<file path="src/rtl/note_sequencer_if.sv">
// ---------------------------------------------------------------------------
// note_sequencer_if
// Control and status bundle for the note sequencer.
//   note_in     [2:0] : note code to record (0 = rest, 1..7 = A..G)
//   load              : one-cycle pulse, record note_in
//   play              : one-cycle pulse, start playback
//   stop              : one-cycle pulse, abort playback
//   clear             : one-cycle pulse, empty the store
//   repeat_mode       : level, loop playback while high ('repeat' is a
//                       reserved word, hence the longer name)
//   note_out    [2:0] : note code to the tone generator, 0 = silent
//   playing           : high while a note or a gap is being played
//   count             : number of stored notes
//   full              : high when count == DEPTH
// Modports: master drives the controls, slave is the sequencer itself.
// ---------------------------------------------------------------------------
interface note_sequencer_if #(
  parameter int DEPTH = 16
);
  localparam int CW = $clog2(DEPTH) + 1;

  logic [2:0]    note_in;
  logic          load;
  logic          play;
  logic          stop;
  logic          clear;
  logic          repeat_mode;
  logic [2:0]    note_out;
  logic          playing;
  logic [CW-1:0] count;
  logic          full;

  modport master (
    output note_in, load, play, stop, clear, repeat_mode,
    input  note_out, playing, count, full
  );

  modport slave (
    input  note_in, load, play, stop, clear, repeat_mode,
    output note_out, playing, count, full
  );
endinterface

</file>
<file path="src/rtl/note_sequencer.sv">
// ---------------------------------------------------------------------------
// note_sequencer
// Records up to DEPTH note codes and plays them back in order, each note
// held for NOTE_TICKS cycles followed by GAP_TICKS cycles of silence,
// optionally looping while repeat_mode is high.
// Ports:
//   CLOCK_50 : clock, all state updates on the rising edge
//   reset    : synchronous, active-high reset
//   bus      : note_sequencer_if.slave (controls in, note/status out)
// Event priority in a cycle: reset > stop > play > clear > load.
// ---------------------------------------------------------------------------
module note_sequencer #(
  parameter int DEPTH      = 16,
  parameter int NOTE_TICKS = 12500000,
  parameter int GAP_TICKS  = 2500000
) (
  input logic              CLOCK_50,
  input logic              reset,
  note_sequencer_if.slave  bus
);
  localparam int              AW         = $clog2(DEPTH);
  localparam int              CW         = AW + 1;
  localparam logic [31:0]     NOTE_LAST  = 32'(NOTE_TICKS - 1);
  localparam logic [31:0]     GAP_LAST   = 32'(GAP_TICKS - 1);
  localparam logic [CW-1:0]   FULL_COUNT = CW'(DEPTH);
  localparam bit              HAS_GAP    = (GAP_TICKS != 0);

  typedef enum logic [1:0] {
    IDLE,
    PLAY_NOTE,
    PLAY_GAP
  } state_t;

  state_t        r_state;
  logic [2:0]    r_store [DEPTH];
  logic [CW-1:0] r_count;
  logic [AW-1:0] r_idx;
  logic [31:0]   r_timer;
  logic [2:0]    r_note_out;
  logic          r_playing;
  logic          r_full;

  logic          w_last;
  logic [AW-1:0] w_next_idx;
  logic [AW-1:0] w_write_idx;
  logic          w_advance;

  // Read index sits on the final stored note (only meaningful when count > 0).
  assign w_last      = ({1'b0, r_idx} == (r_count - CW'(1)));
  assign w_next_idx  = r_idx + AW'(1);
  assign w_write_idx = r_count[AW-1:0];

  // End of the silence after a note; with no gap configured the decision
  // moves to the last cycle of the note itself.
  assign w_advance = ((r_state == PLAY_GAP) && (r_timer == GAP_LAST)) ||
                     ((r_state == PLAY_NOTE) && (r_timer == NOTE_LAST) && !HAS_GAP);

  // NOTE: sequential state uses non-blocking (<=) assignments so every
  // register samples the pre-edge values of the others, like real flops.
  always_ff @(posedge CLOCK_50) begin
    if (reset) begin
      // NOTE: the note store is deliberately left out of reset; count = 0
      // guarantees stale slots are never read before being rewritten.
      r_state    <= IDLE;
      r_count    <= '0;
      r_idx      <= '0;
      r_timer    <= '0;
      r_note_out <= '0;
      r_playing  <= 1'b0;
      r_full     <= 1'b0;
    end else if ((r_state != IDLE) && bus.stop) begin
      r_state    <= IDLE;
      r_idx      <= '0;
      r_timer    <= '0;
      r_note_out <= '0;
      r_playing  <= 1'b0;
    end else if (w_advance) begin
      r_timer <= '0;
      if (!w_last) begin
        r_idx      <= w_next_idx;
        r_note_out <= r_store[w_next_idx];
        r_state    <= PLAY_NOTE;
      end else if (bus.repeat_mode) begin
        r_idx      <= '0;
        r_note_out <= r_store[0];
        r_state    <= PLAY_NOTE;
      end else begin
        r_idx      <= '0;
        r_note_out <= '0;
        r_playing  <= 1'b0;
        r_state    <= IDLE;
      end
    end else begin
      case (r_state)
        IDLE: begin
          if (bus.play && (r_count != '0)) begin
            r_state    <= PLAY_NOTE;
            r_idx      <= '0;
            r_timer    <= '0;
            r_note_out <= r_store[0];
            r_playing  <= 1'b1;
          end else if (bus.clear) begin
            r_count <= '0;
            r_full  <= 1'b0;
          end else if (bus.load && !r_full) begin
            r_store[w_write_idx] <= bus.note_in;
            r_count              <= r_count + CW'(1);
            r_full               <= ((r_count + CW'(1)) == FULL_COUNT);
          end
        end
        PLAY_NOTE: begin
          // Only reached with a gap configured; the no-gap end is w_advance.
          if (r_timer == NOTE_LAST) begin
            r_state    <= PLAY_GAP;
            r_timer    <= '0;
            r_note_out <= '0;
          end else begin
            r_timer <= r_timer + 32'd1;
          end
        end
        PLAY_GAP: begin
          r_timer <= r_timer + 32'd1;
        end
        default: begin
          r_state    <= IDLE;
          r_note_out <= '0;
          r_playing  <= 1'b0;
        end
      endcase
    end
  end

  assign bus.note_out = r_note_out;
  assign bus.playing  = r_playing;
  assign bus.count    = r_count;
  assign bus.full     = r_full;

endmodule

</file>
<file path="src/flat_wrapper.sv">
// flat-port wrapper written by rule: the top's interface ports become plain ports
module note_sequencer_flat 
#(
  parameter int DEPTH      = 16,
  parameter int NOTE_TICKS = 12500000,
  parameter int GAP_TICKS  = 2500000
)
  (CLOCK_50, reset, bus_note_in, bus_load, bus_play, bus_stop, bus_clear, bus_repeat_mode, bus_note_out, bus_playing, bus_count, bus_full);
  note_sequencer_if #(.DEPTH(DEPTH)) bus_i ();
  input logic CLOCK_50;
  input logic reset;
  input wire logic [$bits(bus_i.note_in)-1:0] bus_note_in;
  input wire logic [$bits(bus_i.load)-1:0] bus_load;
  input wire logic [$bits(bus_i.play)-1:0] bus_play;
  input wire logic [$bits(bus_i.stop)-1:0] bus_stop;
  input wire logic [$bits(bus_i.clear)-1:0] bus_clear;
  input wire logic [$bits(bus_i.repeat_mode)-1:0] bus_repeat_mode;
  output wire logic [$bits(bus_i.note_out)-1:0] bus_note_out;
  output wire logic [$bits(bus_i.playing)-1:0] bus_playing;
  output wire logic [$bits(bus_i.count)-1:0] bus_count;
  output wire logic [$bits(bus_i.full)-1:0] bus_full;
  assign bus_i.note_in = bus_note_in;
  assign bus_i.load = bus_load;
  assign bus_i.play = bus_play;
  assign bus_i.stop = bus_stop;
  assign bus_i.clear = bus_clear;
  assign bus_i.repeat_mode = bus_repeat_mode;
  assign bus_note_out = bus_i.note_out;
  assign bus_playing = bus_i.playing;
  assign bus_count = bus_i.count;
  assign bus_full = bus_i.full;
  note_sequencer #(.DEPTH(DEPTH), .NOTE_TICKS(NOTE_TICKS), .GAP_TICKS(GAP_TICKS)) u_core (.CLOCK_50(CLOCK_50), .reset(reset), .bus(bus_i));
endmodule
</file>
<file path="config.mk">
export PLATFORM = sky130hd
export DESIGN_NAME = note_sequencer_flat
export DESIGN_NICKNAME = d
export VERILOG_FILES = /design/src/rtl/note_sequencer_if.sv /design/src/rtl/note_sequencer.sv /design/src/flat_wrapper.sv
export SDC_FILE = /design/constraint.sdc
export NUM_CORES = 1
export LEC_CHECK = 0
export ABC_AREA = 0
export BUFFER_PORTS_ARGS = -buffer_cell sky130_fd_sc_hd__buf_2
export CELL_PAD_IN_SITES_DETAIL_PLACEMENT = 1
export CELL_PAD_IN_SITES_GLOBAL_PLACEMENT = 1
export CORE_MARGIN = 2
export CORE_UTILIZATION = 30
export CTS_CLUSTER_DIAMETER = 60
export DETAILED_ROUTE_END_ITERATION = 6
export GPL_TIMING_DRIVEN = 0
export PLACE_DENSITY_LB_ADDON = 0.1
export SLEW_MARGIN = 25
export SYNTH_ARGS = -nofsm -noshare
export SYNTH_HDL_FRONTEND = slang
export SYNTH_SLANG_ARGS = --single-unit
</file>
<file path="constraint.sdc">
create_clock -name CLOCK_50 -period 3.1 [get_ports CLOCK_50]
set_input_delay 0.155 -clock CLOCK_50 [delete_from_list [all_inputs] [get_ports CLOCK_50]]
set_output_delay 0.155 -clock CLOCK_50 [all_outputs]
set_load 0.005 [all_outputs]
</file>
==> impl_results.md, run 1 <==
* Overall die width at 131.0 µm
* Commonest cells after routing, fill and taps aside: sky130_fd_sc_hd__edfxtp_1 (48), sky130_fd_sc_hd__dfxtp_1 (47), sky130_fd_sc_hd__nor2_1 (45), sky130_fd_sc_hd__nand2_1 (32)
* Total overflow reported by the global router at 0
* CTS clk-pin slew, worst paths at approximately 0.07 ns
* Transition time at the pin with the least slew margin at 0.8207 ns
* Buffer and inverter count on the worst path at 4
* Critical path arrival at 3.08 ns
* I/O pin count at 20
* Final min period at 2.979 ns
* Total cell area at the placement stage at ~0.0052 mm²
* First-pass GRT wire length at 20790 µm
* Via count normalized by instance count at slightly above 5
* Pint at approximately 2100 µW
* Final-report max-slew violation count at 0
* Average instance area after synthesis at 10.77 µm²
* Unique masters post-synth at 56
* Post-route design area at 0.005518 mm²
* Total CTS buffers at 9
* Cells on Worst Hold Path at 2
* Proportion of synthesized flip-flops having asynchronous set or reset at 0%
* Clock tree from TritonCTS: yes
* Fraction of the mapped netlist area in adder cells at 2.846%
* Count of final setup violators at 0
* Outcome: finished, final reports clean
* Violation count after the first detailed-routing iteration at roughly 230
* Sequential cell area in the final layout at between 0.002 and 0.0025 mm²
* RePlAce Congestion at approximately 0.72
* Port-buffer cells at 19
* FP Rows at 46
* Number of antenna cells inserted at 0
* Cell total after placement at 684
* Placeable Area at 0.01583 mm²
* Post-DP HPWL at 9493 µm
* Tot Pwr at 3034 µW
* Reg-to-Reg End: u_core.r_store[0][0]
* Seq cells post-synth at 96
* Netlist Area Pre-Place at 0.004836 mm²
* Switching Share at 30.13%
* Cell count after synthesis at 449
* Fmax at 335.7 MHz
* Largest net degree at the start of global routing at 18
* Xor and xnor area share after synthesis at slightly above 6%
* Power spent charging and discharging nets at 914.2 µW
* Fraction of the mapped netlist area in simple logic gates at around 22%
* Required time of the worst setup path at ~3.2 ns
* R2r setup slk at 0.12 ns
* Clock network power share at 35.6%
* CP max stage cell: sky130_fd_sc_hd__or4b_1
* Class of the tightest hold or removal check: in2reg
* Max_slew headroom at 44.83%
* Maximum net fanout on the critical path at 10
* Die extent in y at 131.0 µm
* Fillers at 1789
* Most common cell on crit path: sky130_fd_sc_hd__buf_6
* Worst Setup Start Kind: register
* DRC violation count after routing at 0
* Via Count at 3564
* Final std cells w/o fill at 701
* Sum of routed wire length over all layers at approximately 13000 µm
* Layout Nets at 501
* Area delta synth->final at 14.10%
* Dominant combinational cell family by area after synthesis: simple AND/OR/NAND/NOR gates
* Clock root cell: sky130_fd_sc_hd__clkbuf_16
* Sequential element share of the synthesized area at between 40% and 50%
* Post-synth EDFFs at 48
* Cells along the critical path: inv_1 -> ha_1 -> buf_2 -> nand4bb_1 -> or4b_1 -> or4_1 -> buf_6 -> and4_4 -> buf_6 -> and3_1
* Final standard cell utilization of the core at 34.86%
* Setup skew after layout at 0.006252 ns
* Hold path startpoint: reset
* Number of global-route vias before repair at 3602
* Comb power frac at 18.5%
* Hold Violations, Final at 0
* Most frequent standard cell in the layout excluding fill and tap cells: sky130_fd_sc_hd__edfxtp_1
* RSZ-0062 raised after global routing: no
* Post-detailed-route wirelength per cell at ~19 µm
* Share of power burned in registers at a little under half
* Count of maximum capacitance violations at 0
* Number of H-tree branching levels at 3
* Die outline area at between 0.015 and 0.02 mm²
* Final ANT Viol Nets at 0
* Detailed-router iteration count before antenna repair at 4
* Area of the multi-input gates at roughly 0.0023 mm²
* Synthesized-area fraction occupied by ao, oa, aoi and oai cells at 7.736%
* WHS Endpoint: u_core.bus.count[0]
* Buffers from clock root to sink, at most at 2
* Primary flip-flop cell chosen by synthesis mapping: sky130_fd_sc_hd__edfxtp_1
* Multiplexer share of the synthesized area at ~7.2%
* Overall fraction of global-route tracks in use at ~16%
* Share of post-route cells with drive strength above 1 at 17.73%
* Kind of cell with the highest combined delay on the critical path: simple AND/OR/NAND/NOR gates
* Stage delay of the slowest cell on the critical path at 0.54 ns
* FF-to-FF path depth at 10
* Initial antenna violation count at 0
* PD cells at 549.8 mW/mm²
* Net count after synthesis at 470
* Beginning of the worst register-to-register path: u_core.r_state[0]
* Initial standard-cell utilization of the core at about 31%
* Number of buffers added to fix hold violations after cts at 0
* Ratio of final minimum period to clock period at 96.11%
* Static leakage power at 0.001831 µW
* Number of warning messages in the yosys log at 0
* Clock insertion delay at the later pin of the skew report at approximately 0.35 ns
* Endpoint kind of the worst setup timing path: register
* Critical Setup Path Class: reg2reg
* Clk sinks at 96
* Peak supply drop at 0.0002540 V
## state kept, by name, summed over array words and instances (netlist names)
register             cells
u_core.bus.full          1
u_core.r_timer          32
u_core.bus.playing       1
u_core.bus.note_out      3
u_core.r_store          48
u_core.r_state           2
u_core.bus.count         5
u_core.r_idx             4
## worst register-to-register path: cells and delay by family (launching register included)
family                   cells  cell delay [ns]
AND/OR/NAND/NOR              5             1.60
adder cells (fa/ha/maj)      1             0.15
buffers and inverters        4             0.62
flip-flops                   1             0.35
## per-layer routing
layer	track usage [%]	wire (µm)
met1	25.47	7113
met2	22.77	5343
met3	2.321	319
met4	6.383	215
met5	0	0
## power groups by stage
stage | combinational, µW | clock, µW | sequential (µW)
after floorplan | 347 | 0 | 1410
after global placement | 522 | 0 | 1420
after detailed placement | 532 | 0 | 1420
after CTS | 560 | 1120 | 1390
after global routing | 619 | 1160 | 1400
final | 560 | 1080 | 1390
## how the worst max path moves through the flow
stage	to	cells past startpoint	start	slack (ns)
floorplan	u_core.r_store[0][0]	9	u_core.bus.count[0]	0.46
finish	u_core.r_store[0][0]	10	u_core.r_state[0]	0.12
global route	u_core.r_store[0][2]	9	u_core.bus.count[1]	0.004
CTS	u_core.r_store[0][0]	9	u_core.bus.count[0]	0.04
detailed placement	u_core.r_store[13][2]	9	u_core.bus.count[0]	-0.17
global placement	u_core.r_store[13][0]	9	u_core.bus.count[0]	-0.14
## per-stage QoR
stage                     TNS, ns  hold slack (ns)  setup WS, ns
after floorplan                 0           0.2274        0.4622
after global placement     -4.478           0.4421       -0.1388
after detailed placement   -5.892           0.4479       -0.1697
after CTS                       0          0.06665       0.03947
after global routing            0          0.08936      0.003550
final                           0          0.08170        0.1207
## kinds of logic (layout without fill, tap and decap cells)
logic type / Yosys count / count (layout)
AND/OR/NAND/NOR: 200 / 200
AO/OA/AOI/OAI: 56 / 56
multiplexers: 16 / 16
adder cells (fa/ha/maj): 11 / 11
buffers and inverters: 36 / 72
flip-flops: 96 / 96
XOR/XNOR: 34 / 34
## synth_stat cells, types with 2 or more instances
cell / count / area share [%]
sky130_fd_sc_hd__ha_1: 11 / 2.8
sky130_fd_sc_hd__or3_1: 2 / 0.26
sky130_fd_sc_hd__o31ai_1: 3 / 0.47
sky130_fd_sc_hd__xor2_1: 9 / 1.6
sky130_fd_sc_hd__a221oi_1: 3 / 0.54
sky130_fd_sc_hd__and2_1: 5 / 0.65
sky130_fd_sc_hd__buf_6: 6 / 1.4
sky130_fd_sc_hd__nand3b_1: 3 / 0.47
sky130_fd_sc_hd__and3_1: 19 / 2.5
sky130_fd_sc_hd__nand4_1: 6 / 0.78
sky130_fd_sc_hd__or4_1: 4 / 0.62
sky130_fd_sc_hd__a21oi_1: 17 / 1.8
sky130_fd_sc_hd__o21a_1: 3 / 0.47
sky130_fd_sc_hd__and4b_1: 2 / 0.41
sky130_fd_sc_hd__buf_2: 8 / 0.83
sky130_fd_sc_hd__or4b_1: 3 / 0.62
sky130_fd_sc_hd__a22o_1: 2 / 0.36
sky130_fd_sc_hd__edfxtp_1: 48 / 30
sky130_fd_sc_hd__xnor2_1: 25 / 4.5
sky130_fd_sc_hd__nor2b_1: 10 / 1.3
sky130_fd_sc_hd__o21ai_0: 9 / 0.93
sky130_fd_sc_hd__or2_2: 5 / 0.65
sky130_fd_sc_hd__nor2_1: 45 / 3.5
sky130_fd_sc_hd__nand3_1: 24 / 2.5
sky130_fd_sc_hd__nand4bb_1: 2 / 0.47
sky130_fd_sc_hd__nor3_1: 15 / 1.6
sky130_fd_sc_hd__inv_1: 11 / 0.85
sky130_fd_sc_hd__a21o_1: 3 / 0.47
sky130_fd_sc_hd__clkbuf_1: 10 / 0.78
sky130_fd_sc_hd__and4_1: 2 / 0.36
sky130_fd_sc_hd__mux4_2: 15 / 7.0
sky130_fd_sc_hd__dfxtp_1: 48 / 20
sky130_fd_sc_hd__nor4_1: 9 / 1.2
sky130_fd_sc_hd__a31oi_1: 8 / 1.0
sky130_fd_sc_hd__nand4b_1: 2 / 0.36
sky130_fd_sc_hd__nand2_1: 32 / 2.5
## area by class of cell
class,count,area share [%]
Sequential cell,96,43.56
Multi-Input combinational cell,317,40.98
Tap cell,216,4.898
Clock buffer,9,4.082
Buffer,24,2.721
Timing Repair Buffer,21,1.995
Clock inverter,7,1.020
Inverter,11,0.7483
## what timing repair did
item                                    in CTS  in global routing
endpoints found under the setup margin      60                 65
buffers inserted                             2                  0
gates resized for setup                      5                  3
endpoints found under the hold margin        0                  0
(Power assumes the default switching activity.)
==> run 2, diff against run 1 <==
--- a/config.mk
+++ b/config.mk
@@ -10,7 +10,7 @@
 export CELL_PAD_IN_SITES_DETAIL_PLACEMENT = 1
 export CELL_PAD_IN_SITES_GLOBAL_PLACEMENT = 1
 export CORE_MARGIN = 2
-export CORE_UTILIZATION = 30
+export CORE_UTILIZATION = 39
 export CTS_CLUSTER_DIAMETER = 60
 export DETAILED_ROUTE_END_ITERATION = 6
 export GPL_TIMING_DRIVEN = 0
==> run 2 against run 1 <==
Compared with the run above:
- sequential share of layout area grew 0.49 points
- largest cell class unchanged
- critical path depth unchanged
- maximum frequency up 1.9%
- via count fell by 1.9%
- clock power is essentially flat
- worst setup slack improved by 0.055 ns
- critical endpoint is now u_core.r_store[1][2]
- sequential cell count is the same
- clock-buffer cell count rose by 3
==> impl_results.md, run 2 (same netlist as run 1, synthesis figures left out) <==
* Outcome: finished, final reports clean (unchanged)
* Commonest cells after routing, fill and taps aside: sky130_fd_sc_hd__edfxtp_1 (48), sky130_fd_sc_hd__dfxtp_1 (47), sky130_fd_sc_hd__nor2_1 (45), sky130_fd_sc_hd__nand2_1 (32), sky130_fd_sc_hd__xnor2_1 (25) (was sky130_fd_sc_hd__edfxtp_1 (48), sky130_fd_sc_hd__dfxtp_1 (47), sky130_fd_sc_hd__nor2_1 (45), sky130_fd_sc_hd__nand2_1 (32))
* Final ANT Viol Nets at 0 (unchanged)
* Switching Share at 27.93% (was 30.13%)
* Post-CTS Repair Setup Buffers at 0 (was 2)
* Final-report max-slew violation count at 0 (unchanged)
* Ratio of final minimum period to clock period at 94.35% (was 96.11%)
* Initial standard-cell utilization of the core at 40.09% (was 30.55%)
* Clock tree from TritonCTS: yes (unchanged)
* Count of maximum capacitance violations at 0 (unchanged)
* Maximum net fanout on the critical path at 10 (unchanged)
* Endpoint kind of the worst setup timing path: register (unchanged)
* Initial antenna violation count at 0 (unchanged)
* RSZ-0062 raised after global routing: no (unchanged)
* Hold Violations, Final at 0 (unchanged)
* Total CTS buffers at 9 (unchanged)
* Flip-flop count of the largest register, all copies and words added at 48 (unchanged)
* Area delta synth->final at 12.83% (was 14.10%)
* Number of H-tree branching levels at 3 (unchanged)
* Number of global-route vias before repair at 3536 (was 3602)
* Total overflow reported by the global router at 0 (unchanged)
* Post-detailed-route wirelength per cell at 18.48 µm (was 18.53 µm)
* FP Rows at 40 (was 46)
* Overall die width at 115.4 µm (was 131.0 µm)
* Most frequent standard cell in the layout excluding fill and tap cells: sky130_fd_sc_hd__edfxtp_1 (unchanged)
* Sum of routed wire length over all layers at 12030 µm (was 12990 µm)
* Port-buffer cells at 19 (unchanged)
* Clock network power share at 36.3% (was 35.6%)
* Post-DP HPWL at 8847 µm (was 9493 µm)
* Comb power frac at 17.7% (was 18.5%)
* RePlAce Congestion at 0.7748 (was 0.7232)
* I/O pin count at 20 (unchanged)
* Placeable Area at 0.01206 mm² (was 0.01583 mm²)
* End point of the critical path: u_core.r_store[1][2] (was u_core.r_store[0][0])
* Post-Route Hold Slack at 0.07906 ns (was 0.08170 ns)
* Largest net degree at the start of global routing at 17 (was 18)
* Share of post-route cells with drive strength above 1 at 15.94% (was 17.73%)
* Beginning of the worst register-to-register path: u_core.r_state[0] (unchanged)
* Fmax at 341.9 MHz (was 335.7 MHz)
* Post-placement setup slack at -0.1598 ns (was -0.1697 ns)
* Tot Pwr at 3029 µW (was 3034 µW)
* Required time of the worst setup path at 3.20 ns (about the same)
* Clock root cell: sky130_fd_sc_hd__clkbuf_16 (unchanged)
* Max_slew headroom at 44.88% (was 44.83%)
* Worst Setup Start Kind: register (unchanged)
* Clk sinks at 96 (unchanged)
* Register name with the most flops: u_core.r_store (unchanged)
* Critical path origin: u_core.r_state[0] (unchanged)
* Final min period at 2.925 ns (was 2.979 ns)
* Setup skew after layout at 0.008327 ns (was 0.006252 ns)
* Final WS setup at 0.1753 ns (was 0.1207 ns)
* Critical Setup Path Class: reg2reg (unchanged)
* Clock insertion delay at the later pin of the skew report at 0.35 ns (about the same)
* Post-route design area at 0.005456 mm² (was 0.005518 mm²)
* Critical path arrival at 3.02 ns (was 3.08 ns)
* Reg-to-Reg End: u_core.r_store[1][2] (was u_core.r_store[0][0])
* Total cell area at the placement stage at 0.005147 mm² (was 0.005211 mm²)
* Fillers at 1354 (was 1789)
* Final std cells w/o fill at 651 (was 701)
* Pint at 2183 µW (was 2120 µW)
* Die extent in y at 115.4 µm (was 131.0 µm)
* R2r setup slk at 0.18 ns (was 0.12 ns)
* Buffers from clock root to sink, at most at 2 (unchanged)
* Share of power burned in registers at 46.0% (was 45.9%)
* Via count normalized by instance count at 5.372 (was 5.084)
* Via Count at 3497 (was 3564)
* PD cells at 555.0 mW/mm² (was 549.8 mW/mm²)
* Peak supply drop at 0.0002589 V (was 0.0002540 V)
* Layout Nets at 499 (was 501)
* Cells on Worst Hold Path at 2 (unchanged)
* FF-to-FF path depth at 10 (unchanged)
* First-pass GRT wire length at 19600 µm (was 20790 µm)
* Die outline area at 0.01331 mm² (was 0.01715 mm²)
* Overall fraction of global-route tracks in use at 19.54% (was 16.41%)
* Transition time at the pin with the least slew margin at 0.8200 ns (was 0.8207 ns)
* Number of antenna cells inserted at 0 (unchanged)
* Number of buffers added to fix hold violations after cts at 0 (unchanged)
* Count of final setup violators at 0 (unchanged)
* Class of the tightest hold or removal check: in2reg (unchanged)
* Cell total after placement at 636 (was 684)
* Static leakage power at 0.001837 µW (was 0.001831 µW)
* DRC violation count after routing at 0 (unchanged)
* Detailed-router iteration count before antenna repair at 4 (unchanged)
* CTS clk-pin slew, worst paths at 0.07 ns (about the same)
* Power spent charging and discharging nets at 846.0 µW (was 914.2 µW)
* Violation count after the first detailed-routing iteration at 224 (was 229)
## run 2: critical path: stages, from the launching register on
cell                        delay, ns
sky130_fd_sc_hd__dfxtp_1         0.35
sky130_fd_sc_hd__inv_1           0.10
sky130_fd_sc_hd__ha_1            0.14
sky130_fd_sc_hd__buf_2           0.21
sky130_fd_sc_hd__nand4bb_1       0.11
sky130_fd_sc_hd__or4b_1          0.52
sky130_fd_sc_hd__or4_1           0.50
sky130_fd_sc_hd__buf_6           0.17
sky130_fd_sc_hd__and4_4          0.19
sky130_fd_sc_hd__buf_6           0.14
sky130_fd_sc_hd__and3_1          0.23
## run 2: layer usage
| layer | wire length (µm) | up-vias | share of wire (%) | global-route usage (%) |
|---|---|---|---|---|
| met2 | 5220 | 41 | 43 | 28.65 |
| met4 | 115 | 0 | 0.96 | 4.819 |
| met5 | 0 | - | 0 | 0 |
| met1 | 6299 | 1742 | 52 | 29.02 |
| met3 | 394 | 10 | 3.3 | 4.744 |
| li1 | - | 1704 | - | - |
## run 2: worst min path at each step
stage          start             endpoint  slack (ns)
3_3_place_gp   reset  u_core.bus.count[0]        0.44
4_1_cts        reset  u_core.bus.count[0]        0.07
5_1_grt        reset  u_core.bus.count[0]         0.1
2_1_floorplan  reset  u_core.bus.count[0]        0.23
3_5_place_dp   reset  u_core.bus.count[0]        0.45
6_report       reset  u_core.bus.count[0]        0.08
## run 2: power groups by stage
stage | Combinational [µW] | Clock (µW) | Sequential, µW
floorplan | 347 | 0 | 1410
global placement | 497 | 0 | 1420
detailed placement | 506 | 0 | 1420
CTS | 516 | 1120 | 1390
global route | 592 | 1170 | 1400
finish | 536 | 1100 | 1390
## run 2: repair_timing
item                                    CTS  global route
endpoints found under the setup margin   63            59
gates cloned                              0             0
gates resized for setup                   3             5
## run 2: area by class of cell
cell class / instances / area [µm²] / area share [%]
clock inverters: 4 / 45.04 / 0.8255
well taps: 168 / 210.2 / 3.852
clock buffers: 12 / 236.5 / 4.334
flip-flops and latches: 96 / 2404 / 44.05
inverters: 11 / 41.29 / 0.7567
multi-input cells: 317 / 2268 / 41.57
plain buffers: 24 / 156.4 / 2.866
repair buffers: 19 / 95.09 / 1.743
## run 2: stage by stage
stage          setup TNS, ns  utilization (%)
2_1_floorplan              0                -
3_3_place_gp          -7.566            42.62
3_5_place_dp          -7.813            42.68
4_1_cts                    0            45.07
5_1_grt                    0            45.24
6_report                   0            45.24
